[src/rtl/stream_serializer.sv]
// stream_serializer: accepts one RATIO*PAYLOAD_BITS word over a val/ready
// upstream link and emits it as RATIO consecutive PAYLOAD_BITS beats on a
// val/ready downstream link, with no bubble between words while downstream
// stays ready.
//
// Optional feature macro: SERIALIZER_LAST_EN
//   defined   -> adds last_out (final beat of the word) and beat_idx (beat number)
//   undefined -> those ports do not exist; everything else is unchanged
module stream_serializer #(
    parameter int PAYLOAD_BITS = 32,
    parameter int RATIO        = 4,
    parameter bit LSB_FIRST    = 1'b1,
    localparam int CNT_W       = ($clog2(RATIO) < 1) ? 1 : $clog2(RATIO),
    localparam int WORD_W      = RATIO * PAYLOAD_BITS
) (
    input  logic                    clk,
    input  logic                    reset,
    input  logic                    val_in,
    output logic                    ready_upward,
    input  logic [WORD_W-1:0]       din,
    output logic                    val_out,
    input  logic                    ready_downward,
    output logic [PAYLOAD_BITS-1:0] dout
`ifdef SERIALIZER_LAST_EN
    ,
    output logic                    last_out,
    output logic [CNT_W-1:0]        beat_idx
`endif
);

    // A serializer with fewer than two beats per word is meaningless.
    if (RATIO < 2) begin : g_bad_ratio
        $error("stream_serializer: RATIO must be at least 2");
    end

    localparam logic [CNT_W-1:0] LAST_CNT = CNT_W'(RATIO - 1);

    typedef enum logic [1:0] {
        ST_IDLE = 2'd0,
        ST_SEND = 2'd1
    } state_t;

    state_t                  state;
    state_t                  state_nxt;
    logic [WORD_W-1:0]       sreg;
    logic [CNT_W-1:0]        cnt;

    logic                    in_send;
    logic                    on_last;
    logic                    up_xfer;
    logic                    dn_xfer;
    logic [PAYLOAD_BITS-1:0] beat_slice;
    logic [WORD_W-1:0]       sreg_shifted;

    assign in_send = (state == ST_SEND);
    assign on_last = in_send && (cnt == LAST_CNT);
    assign up_xfer = val_in && ready_upward;
    assign dn_xfer = val_out && ready_downward;

    // The beat on the wire is always the slice at the "leaving" end of sreg;
    // shifting moves the next slice into that position.
    if (LSB_FIRST) begin : g_lsb_first
        assign beat_slice   = sreg[PAYLOAD_BITS-1:0];
        assign sreg_shifted = sreg >> PAYLOAD_BITS;
    end else begin : g_msb_first
        assign beat_slice   = sreg[WORD_W-1 -: PAYLOAD_BITS];
        assign sreg_shifted = sreg << PAYLOAD_BITS;
    end

    // State register; asynchronous reset abandons any word in flight.
    always_ff @(posedge clk or negedge reset) begin
        if (!reset) begin
            state <= ST_IDLE;
        end else begin
            state <= state_nxt;
        end
    end

    // Next state: leave SEND only when the last beat goes out and no new
    // word is loaded in the same cycle.
    always_comb begin
        state_nxt = state;
        case (state)
            ST_IDLE: begin
                if (val_in) begin
                    state_nxt = ST_SEND;
                end
            end
            ST_SEND: begin
                if (dn_xfer && (cnt == LAST_CNT) && !val_in) begin
                    state_nxt = ST_IDLE;
                end
            end
            default: begin
                state_nxt = ST_IDLE;
            end
        endcase
    end

    // Shift register and beat counter: a load wins over a shift, which is
    // what lets the last beat of one word and the load of the next coincide.
    always_ff @(posedge clk or negedge reset) begin
        if (!reset) begin
            sreg <= '0;
            cnt  <= '0;
        end else if (up_xfer) begin
            sreg <= din;
            cnt  <= '0;
        end else if (dn_xfer) begin
            sreg <= sreg_shifted;
            cnt  <= (cnt == LAST_CNT) ? '0 : cnt + 1'b1;
        end
    end

    // Outputs: all derived from registered state, except ready_upward which
    // also opens combinationally on the accepted last beat.
    always_comb begin
        val_out      = in_send;
        ready_upward = (state == ST_IDLE) || (on_last && ready_downward);
        dout         = in_send ? beat_slice : '0;
    end

`ifdef SERIALIZER_LAST_EN
    // Beat position flags, stable while stalled because cnt is held.
    always_comb begin
        last_out = on_last;
        beat_idx = cnt;
    end
`endif

endmodule
[config.mk]
export PLATFORM = sky130hd
export DESIGN_NAME = stream_serializer
export DESIGN_NICKNAME = d
export VERILOG_FILES = /design/src/rtl/stream_serializer.sv
export SDC_FILE = /design/constraint.sdc
export NUM_CORES = 1
export LEC_CHECK = 0
export BUFFER_PORTS_ARGS = -buffer_cell sky130_fd_sc_hd__buf_2
export CAP_MARGIN = 0
export CORE_MARGIN = 4
export CORE_UTILIZATION = 54
export CTS_BUF_LIST = sky130_fd_sc_hd__clkbuf_8 sky130_fd_sc_hd__clkbuf_16
export DETAILED_ROUTE_END_ITERATION = 12
export PLACE_DENSITY = 0.81
export SYNTH_ARGS = -nofsm -noshare
export SYNTH_HDL_FRONTEND = slang
export SYNTH_SLANG_ARGS = --single-unit
[constraint.sdc]
create_clock -name clk -period 1.8 [get_ports clk]
set_clock_uncertainty 0.05 [all_clocks]
set_input_delay 0 -clock clk [delete_from_list [all_inputs] [get_ports clk]]
set_output_delay 0 -clock clk [all_outputs]
set_load 0.005 [all_outputs]
==> qor.txt, run 1 <==
most common cell after layout, fill and taps aside: buf_2
final setup vio count: 0
Clk pin slew, worst setup/hold paths: 0.06 ns
final net count: 1,025
initial antenna violation count: 2
GR Overflow Total: 0
number of global-route vias before repair: 6,404
post-route setup TNS: 0 ns
Static Leak: 4.57 nW
max-slew violation count: 0
status: completed
core region area: 11,700 µm²
Setup Crit Path Kind: flop to flop
router iterations before antenna repair: 6
HPWL Detailed: 10.4 mm
pre-CTS setup slack: 0.118 ns
Post-Layout Cell Count: 1,050
post-synthesis cell count: 618
Seq pwr share: 38.9%
DR iter-0 viols: 504
register area share after synthesis: 50.0%
largest net degree at the start of global routing: 130
post-synth top area share: 50.0%
I/O Pins: 166
cell row count: 39
Chip Width: 118 µm
crit-path max FO: 34
drt wl/cell: 18.1 µm
vias per cell: 5.72
# H-tree levels: 4
CTS max path bufs: 2
data arrival time of the worst path: 1.99 ns
worst reg2reg setup slack: 0.07 ns
YS warnings: 0
type of the worst min-delay path: input port to async pin
Vias: 6,007
Placed Cells: 886
Setup crit start kind: flop
DRT Wirelength: 19.0 mm
Routed Antenna Nets: 0
commonest cells after routing, fill and taps aside: buf_2 (163), dfrtp_1 (131), dlygate4sd3_1 (130), nand3_1 (129), mux2i_1 (97)
Final Wtd Congestion: 0.817
Die Y-Extent: 118 µm
Clock Tree Root: clkbuf_16
max cap viols: 0
crit-path cells: ha_1 > a21bo_4 > and2_4 > buf_12 > o21ai_0
final period utilization: 96.2%
RR Endpoint: sreg[115]
Synth area leaders: dfrtp_1 (50%), mux2i_1 (15%), o21ai_2 (11%)
Tightest Pin Transition: 0.576 ns
Worst path top cell family by delay: compound AO/OA/AOI/OAI gates
full die area: 14,000 µm²
fraction of power spent switching nets: 33.2%
Setup crit end kind: flop
mapped cell area: 6550 µm²
CTS sink count: 131
Post-Syn Nets: 751
flops & latches, synth: 131
fin util: 80.7%
cts bufs inserted: 17
IO Port Bufs: 165
total power: 12.2 mW
Yosys cell types: 19
fmax: 578 MHz
Crit-path slowest cell: dfrtp_1
Internal: 8.15 mW
Residual DRC: 0
Switch Pwr: 4.05 mW
final count of hold timing violations: 0
critical path buffer and inverter count: 1
Final min period: 1.73 ns
worst skew pair latency: 0.41 ns
Setup WS post-layout: 0.0686 ns
Pwr per Cell Area: 1300 nW/µm²
Clock power frac: 27.6%
CP required: 2.06 ns
max_slew headroom: 61.6%
CTS tree: yes
GRT Total Usage: 27.6%
starting density of the core: 56.2%
R2R Path Start: cnt[0]
layout cells sized above 1: 32.8%
area leader, netlist: dfrtp_1
first-pass GRT wire length: 31.3 mm
combinational power share: 33.5%
Critical Path Max Stage Delay: 0.40 ns
peak supply drop: 0.834 mV
Mapped Avg Cell Area: 10.6 µm²
Syn-to-layout area delta: 43.6%
R2R depth: 5
-- power by group through the flow --
stage               logic, mW  clock network, mW  registers, mW
floorplan                2.74                  0           4.51
global placement         3.59                  0           4.65
detailed placement       3.75                  0           4.73
CTS                      3.99               3.41           4.69
global route             4.49               3.53           4.85
finish                   4.09               3.37           4.74
-- area by class of cell --
| class | count | area [µm²] |
|---|---|---|
| flip-flops and latches | 131 | 3280 |
| multi-input cells | 427 | 2950 |
| repair buffers | 315 | 2410 |
| fillers | 662 | 2250 |
| clock buffers | 20 | 467 |
| well taps | 143 | 179 |
| clock inverters | 12 | 115 |
| diodes | 2 | 5.00 |
-- how the worst max path moves through the flow --
stage / start / endpoint / slack (ns) / cells past startpoint
4_1_cts: cnt[0] / ready_upward / 0.04 / 4
6_report: cnt[0] / sreg[115] / 0.07 / 5
3_3_place_gp: cnt[0] / sreg[47] / 0.16 / 5
2_1_floorplan: cnt[0] / sreg[14] / 0.30 / 6
5_1_grt: cnt[0] / sreg[120] / -0.0001 / 5
3_5_place_dp: cnt[0] / sreg[126] / 0.12 / 5
-- repair_timing --
action | 4_1_cts | 5_1_grt
hold buffers | 130 | 0
buffers inserted | 0 | 0
gates cloned | 0 | 0
endpoints found under the setup margin | 1 | 34
gates resized for setup | 1 | 6
hold endpoints to repair | 213 | 0
-- cell families after synthesis --
kind of cell,count (synthesis),share of synthesized area [%]
buffers and inverters,60,5.06
flip-flops,131,50.0
multiplexers,97,14.8
AO/OA/AOI/OAI,130,14.7
adder cells (fa/ha/maj),1,0.191
AND/OR/NAND/NOR,199,15.2
-- metrics by stage --
step / hold WS (ns) / cell area [µm²]
finish: 0.0769 / 9410
global route: 0.0955 / 9410
CTS: 0.0804 / 9390
detailed placement: -0.0373 / 7500
global placement: -0.0388 / 7500
floorplan: -0.346 / 6550
-- sequential cells by signal (all words and copies together) (netlist names) --
| name | cells |
|---|---|
| sreg | 128 |
| cnt | 2 |
| state | 1 |
-- synthesized netlist by cell type --
cell      count
o21ai_2      80
a21oi_1       1
dfrtp_1     131
buf_6        11
nand3_1     129
o21ai_1      18
nand2b_1      1
ha_1          1
a21bo_4       1
mux2i_1      97
clkbuf_1     28
nand2_1      34
nor2_1        2
buf_2        10
buf_1         8
and2_1       32
o21ai_0      30
and2_4        1
buf_4         3
-- layer usage --
metal	routed length (µm)	track usage (%)	vias to the layer above
li1	-	-	2761
met1	7470	32.8	2919
met5	0	0	-
met3	1050	6.02	70
met2	9690	46.4	257
met4	807	16.0	0
Power figures use the tool's default switching activity.
==> run 2: changes to the inputs <==
--- a/config.mk
+++ b/config.mk
@@ -7,11 +7,13 @@
 export LEC_CHECK = 0
 export BUFFER_PORTS_ARGS = -buffer_cell sky130_fd_sc_hd__buf_2
 export CAP_MARGIN = 0
+export CELL_PAD_IN_SITES_DETAIL_PLACEMENT = 0
+export CELL_PAD_IN_SITES_GLOBAL_PLACEMENT = 2
 export CORE_MARGIN = 4
-export CORE_UTILIZATION = 54
+export CORE_UTILIZATION = 33
 export CTS_BUF_LIST = sky130_fd_sc_hd__clkbuf_8 sky130_fd_sc_hd__clkbuf_16
 export DETAILED_ROUTE_END_ITERATION = 12
-export PLACE_DENSITY = 0.81
+export PLACE_DENSITY_LB_ADDON = 0.1
 export SYNTH_ARGS = -nofsm -noshare
 export SYNTH_HDL_FRONTEND = slang
 export SYNTH_SLANG_ARGS = --single-unit
==> run 2 against run 1 <==
Net effect: count of clock-buffer cells in the layout decreased by 1; die area rose by 59%; global-route usage shrank 11 points; first-iteration DRC count is 30% lower; hold slack got worse by 0.018 ns; power decreased by 1.1%; cell area grew 1.4%; combinational power is 3% lower; highest routed layer unchanged; wire length is 4.7% lower; sequential cell count unchanged; sequential power decreased by 1%; via count decreased by 6.6%.
==> qor.txt, run 2 (synthesis gave the netlist of run 1 again) <==
status: completed
RSZ-0062 raised after global routing: false
final period utilization: 94.5%
# H-tree levels: 4
DRT Wirelength: 18.1 mm
crit-path max FO: 65
most flop-heavy register: sreg
HPWL Detailed: 11.3 mm
diode count: 0
Pwr per Cell Area: 1260 nW/µm²
commonest cells after routing, fill and taps aside: buf_2 (163), dfrtp_1 (131), dlygate4sd3_1 (130), nand3_1 (129), mux2i_1 (97)
final setup vio count: 0
IO Port Bufs: 165
DR iter-0 viols: 351
number of global-route vias before repair: 5,873
core region area: 19,500 µm²
top flop regs: sreg: 128 flops, cnt: 2 flops, state: 1 flops
cell row count: 51
drt wl/cell: 15.5 µm
CTS max path bufs: 2
Final Wtd Congestion: 0.731
Vias: 5,613
R2R Path Start: cnt[0]
GRT Total Usage: 16.8%
starting density of the core: 33.6%
Routed Antenna Nets: 0
worst skew pair latency: 0.41 ns
Final min period: 1.70 ns
worst reg2reg setup slack: 0.20 ns
max cap viols: 0
DP Area: 7630 µm²
Chip Width: 149 µm
fmax: 588 MHz
max_slew headroom: 53.9%
Setup crit end kind: output port
CTS tree: yes
type of the worst min-delay path: input port to async pin
Static Leak: 4.54 nW
peak supply drop: 0.721 mV
layout cells sized above 1: 33.0%
max FFs per register: 128
first-pass GRT wire length: 30.2 mm
I/O Pins: 166
Clk pin slew, worst setup/hold paths: 0.06 ns
cts bufs inserted: 17
final count of hold timing violations: 0
router iterations before antenna repair: 5
Syn-to-layout area delta: 45.7%
max-slew violation count: 0
full die area: 22,200 µm²
Clock Tree Root: clkbuf_16
Residual DRC: 0
Placed Cells: 1,005
post-route setup TNS: 0 ns
initial antenna violation count: 0
Setup Crit Path Kind: flop to output port
largest net degree at the start of global routing: 130
Post-Layout Cell Count: 1,168
CP required: 1.75 ns
final net count: 1,023
final instance area: 9540 µm²
Tightest Pin Transition: 0.691 ns
Die Y-Extent: 149 µm
# fillers: 1,892
vias per cell: 4.81
R2R depth: 5
WHS: 0.0588 ns
data arrival time of the worst path: 1.65 ns
Setup crit start kind: flop
CTS sink count: 131
GR Overflow Total: 0
most common cell after layout, fill and taps aside: buf_2
RR Endpoint: sreg[109]
-- run 2: cell count changes in the layout (fill, tap and decap cells not counted) --
cell	before	now
buf_4	10	9
o21ai_0	28	30
clkinv_4	1	2
buf_6	2	1
inv_1	3	0
clkinvlp_4	2	5
o21ai_1	20	18
clkbuf_8	3	2
diode_2	2	0
-- run 2: power breakdown --
group / internal, mW / switching (mW)
Clock: 2.10 / 1.31
Combinational: 1.95 / 2.03
Sequential: 4.07 / 0.601
-- run 2: worst max-delay path by stage --
stage / from / end / slack, ns / cells past startpoint
final: cnt[0] / ready_upward / 0.1 / 4
after global routing: cnt[0] / ready_upward / 0.03 / 4
after CTS: cnt[0] / ready_upward / 0.02 / 4
after detailed placement: cnt[0] / sreg[99] / 0.07 / 5
after global placement: cnt[0] / sreg[31] / 0.11 / 5
after floorplan: cnt[0] / sreg[14] / 0.30 / 6
-- run 2: per-layer routing --
metal	part of all wire (%)	up-vias	track usage, %
li1	-	2750	-
met3	4.0	16	3.68
met1	48	2725	23.4
met5	0	-	0
met4	1.2	0	4.49
met2	47	122	26.7
-- run 2: worst max-delay path, cell delays in order, from the launching register on --
cell and delay [ns]:
dfrtp_1 0.39, ha_1 0.23, a21bo_4 0.24, buf_12 0.20, buf_2 0.16
-- run 2: cell type report --
| type | count | area [µm²] | share of cell area, % |
|---|---|---|---|
| clock buffer | 19 | 453 | 4.75 |
| clock inverter | 13 | 135 | 1.42 |
| multi-input combinational | 427 | 2950 | 30.9 |
| sequential | 131 | 3280 | 34.4 |
| tap | 265 | 332 | 3.47 |
| timing repair buffer | 313 | 2400 | 25.1 |
-- run 2: stage by stage --
step	worst slack (ns)	utilization [%]	total power, mW
2_1_floorplan	0.300	-	7.24
3_3_place_gp	0.115	39.1	8.39
3_5_place_dp	0.0694	39.1	8.53
4_1_cts	0.0225	48.8	12.2
5_1_grt	0.0300	48.9	12.9
6_report	0.0983	48.9	12.1
-- run 2: what timing repair did --
item / in CTS / in global routing
setup endpoints to repair: 1 / 3
pin swaps: 0 / 1
hold buffers: 130 / 0
gates resized for setup: 2 / 1
hold endpoints to repair: 260 / 0
setup buffers: 0 / 1
==> run 3: changes to the inputs <==
==> constraint.sdc (replaced) <==
create_clock -name clk -period 1.69 [get_ports clk]
set_clock_uncertainty 0.05 [all_clocks]
set_input_delay 0 -clock clk [delete_from_list [all_inputs] [get_ports clk]]
set_output_delay 0 -clock clk [all_outputs]
set_load 0.005 [all_outputs]
==> run 3 against run 2 <==
Net effect: count of clock-buffer cells in the layout is 1 higher; first-iteration DRC count shrank 2.6%; wire length up 4.3%; cell area is 0.94% higher; critical path type unchanged; largest cell class unchanged.
==> qor.txt, run 3 (synthesis gave the netlist of run 1 again) <==
Clk pin slew, worst setup/hold paths: 0.05 ns
Hold Startpoint: val_in
Final Wtd Congestion: 0.734
Pwr per Cell Area: 1350 nW/µm²
final setup vio count: 0
Die Y-Extent: 149 µm
Critical Path Max Stage Delay: 0.40 ns
CTS sink count: 131
IO Port Bufs: 165
max_slew headroom: 63.9%
Routed Antenna Nets: 0
R2R Path Start: cnt[0]
type of the worst min-delay path: input port to flop
data arrival time of the worst path: 1.57 ns
final count of hold timing violations: 0
commonest cells after routing, fill and taps aside: buf_2 (163), dfrtp_1 (131), dlygate4sd3_1 (130), nand3_1 (129), mux2i_1 (97)
most common cell after layout, fill and taps aside: buf_2
final net count: 1,025
GRT Total Usage: 17.0%
critical path buffer and inverter count: 2
Vias: 5,574
WHS: 0.0844 ns
crit-path max FO: 27
max-slew violation count: 0
peak supply drop: 0.730 mV
Clock Tree Root: clkbuf_16
Setup Crit Path Kind: flop to output port
top flop regs: sreg: 128 flops, cnt: 2 flops, state: 1 flops
max FFs per register: 128
Setup Buffers After CTS: 0
Setup crit end kind: output port
metal3 WL: 720 µm
starting density of the core: 33.6%
# H-tree levels: 4
number of global-route vias before repair: 5,902
most flop-heavy register: sreg
GR Overflow Total: 0
crit-path cells: ha_2 > a21bo_4 > buf_12 > buf_2
status: completed
core region area: 19,500 µm²
max cap viols: 0
CP required: 1.64 ns
Chip Width: 149 µm
Worst path top cell family by delay: flip-flops
detailed-routing wirelength on met1: 8.91 mm
Tightest Pin Transition: 0.541 ns
router iterations before antenna repair: 4
RSZ-0062 raised after global routing: false
first-pass GRT wire length: 30.4 mm
top routing layer in use: met4
cell row count: 51
CTS tree: yes
cts bufs inserted: 17
vias per cell: 4.77
Static Leak: 4.59 nW
drt wl/cell: 16.2 µm
Met2 Wirelength: 8.95 mm
Residual DRC: 0
fmax: 616 MHz
layout cells sized above 1: 33.1%
Final min period: 1.62 ns
final period utilization: 96.0%
I/O Pins: 166
full die area: 22,200 µm²
Syn-to-layout area delta: 47.0%
HPWL Detailed: 11.2 mm
largest net degree at the start of global routing: 80
CTS max path bufs: 2
DR iter-0 viols: 342
initial antenna violation count: 0
worst skew pair latency: 0.41 ns
Crit. Startpoint: cnt[0]
diode count: 0
Setup crit start kind: flop
Crit-path slowest cell: dfrtp_1
post-route setup TNS: 0 ns
DRT Wirelength: 18.9 mm
## run 3: changes by cell type in the layout (fill, tap and decap cells not counted), sizes merged
cell	delta
bufbuf	+1
inv	+1
clkinvlp	-2
clkinv	-1
clkbuf	+3
buf	-1
## run 3: cell type report
class,count,area (µm²)
repair buffers,315,2490
fillers,1865,9890
flip-flops and latches,131,3280
multi-input cells,427,2950
clock buffers,20,467
well taps,265,332
clock inverters,11,111
## run 3: layer usage
layer	track usage [%]	up-vias
li1	-	2745
met1	23.3	2676
met5	0	-
met2	27.6	133
met4	5.40	0
met3	3.01	20
## run 3: path summary, 6_finish.rpt
check	end	slack, ns	depth (start not counted)
worst max-delay path	ready_upward	0.07	4
worst min register to register	sreg[120]	0.47	2
worst max register to register	sreg[121]	0.07	5
worst min-delay path	state[0]	0.08	3
min in group asynchronous	sreg[8]	0.10	3
max in group asynchronous	sreg[119]	1.16	3
## run 3: where the power goes
group / internal (mW) / switching (mW) / total (mW)
Sequential: 4.33 / 0.636 / 4.97
Combinational: 2.19 / 2.23 / 4.42
Clock: 2.26 / 1.34 / 3.60
Total: 8.78 / 4.20 / 13.0
## run 3: metrics by stage
stage / utilization, % / setup slack (ns) / std cells / cell area (µm²) / power [mW]
after global placement: 39.1 / 0.103 / 1004 / 7630 / 8.93
after floorplan: - / 0.190 / 618 / 6550 / 7.71
after CTS: 48.9 / 0.00965 / 1166 / 9560 / 13.1
final: 49.3 / 0.0674 / 1169 / 9630 / 13.0
after global routing: 49.3 / 0.00777 / 1169 / 9630 / 13.9
after detailed placement: 39.1 / 0.0497 / 1004 / 7630 / 9.06
## run 3: tightest hold or removal path, stage by stage
cell	delay (ns)
buf_4	0.13
buf_12	0.19
nand2b_1	0.17
## run 3: repair_timing
action,in CTS,in global routing
hold endpoints to repair,260,0
cloned,1,3
endpoints found under the setup margin,1,75
resized for setup,6,8
hold buffers,130,0
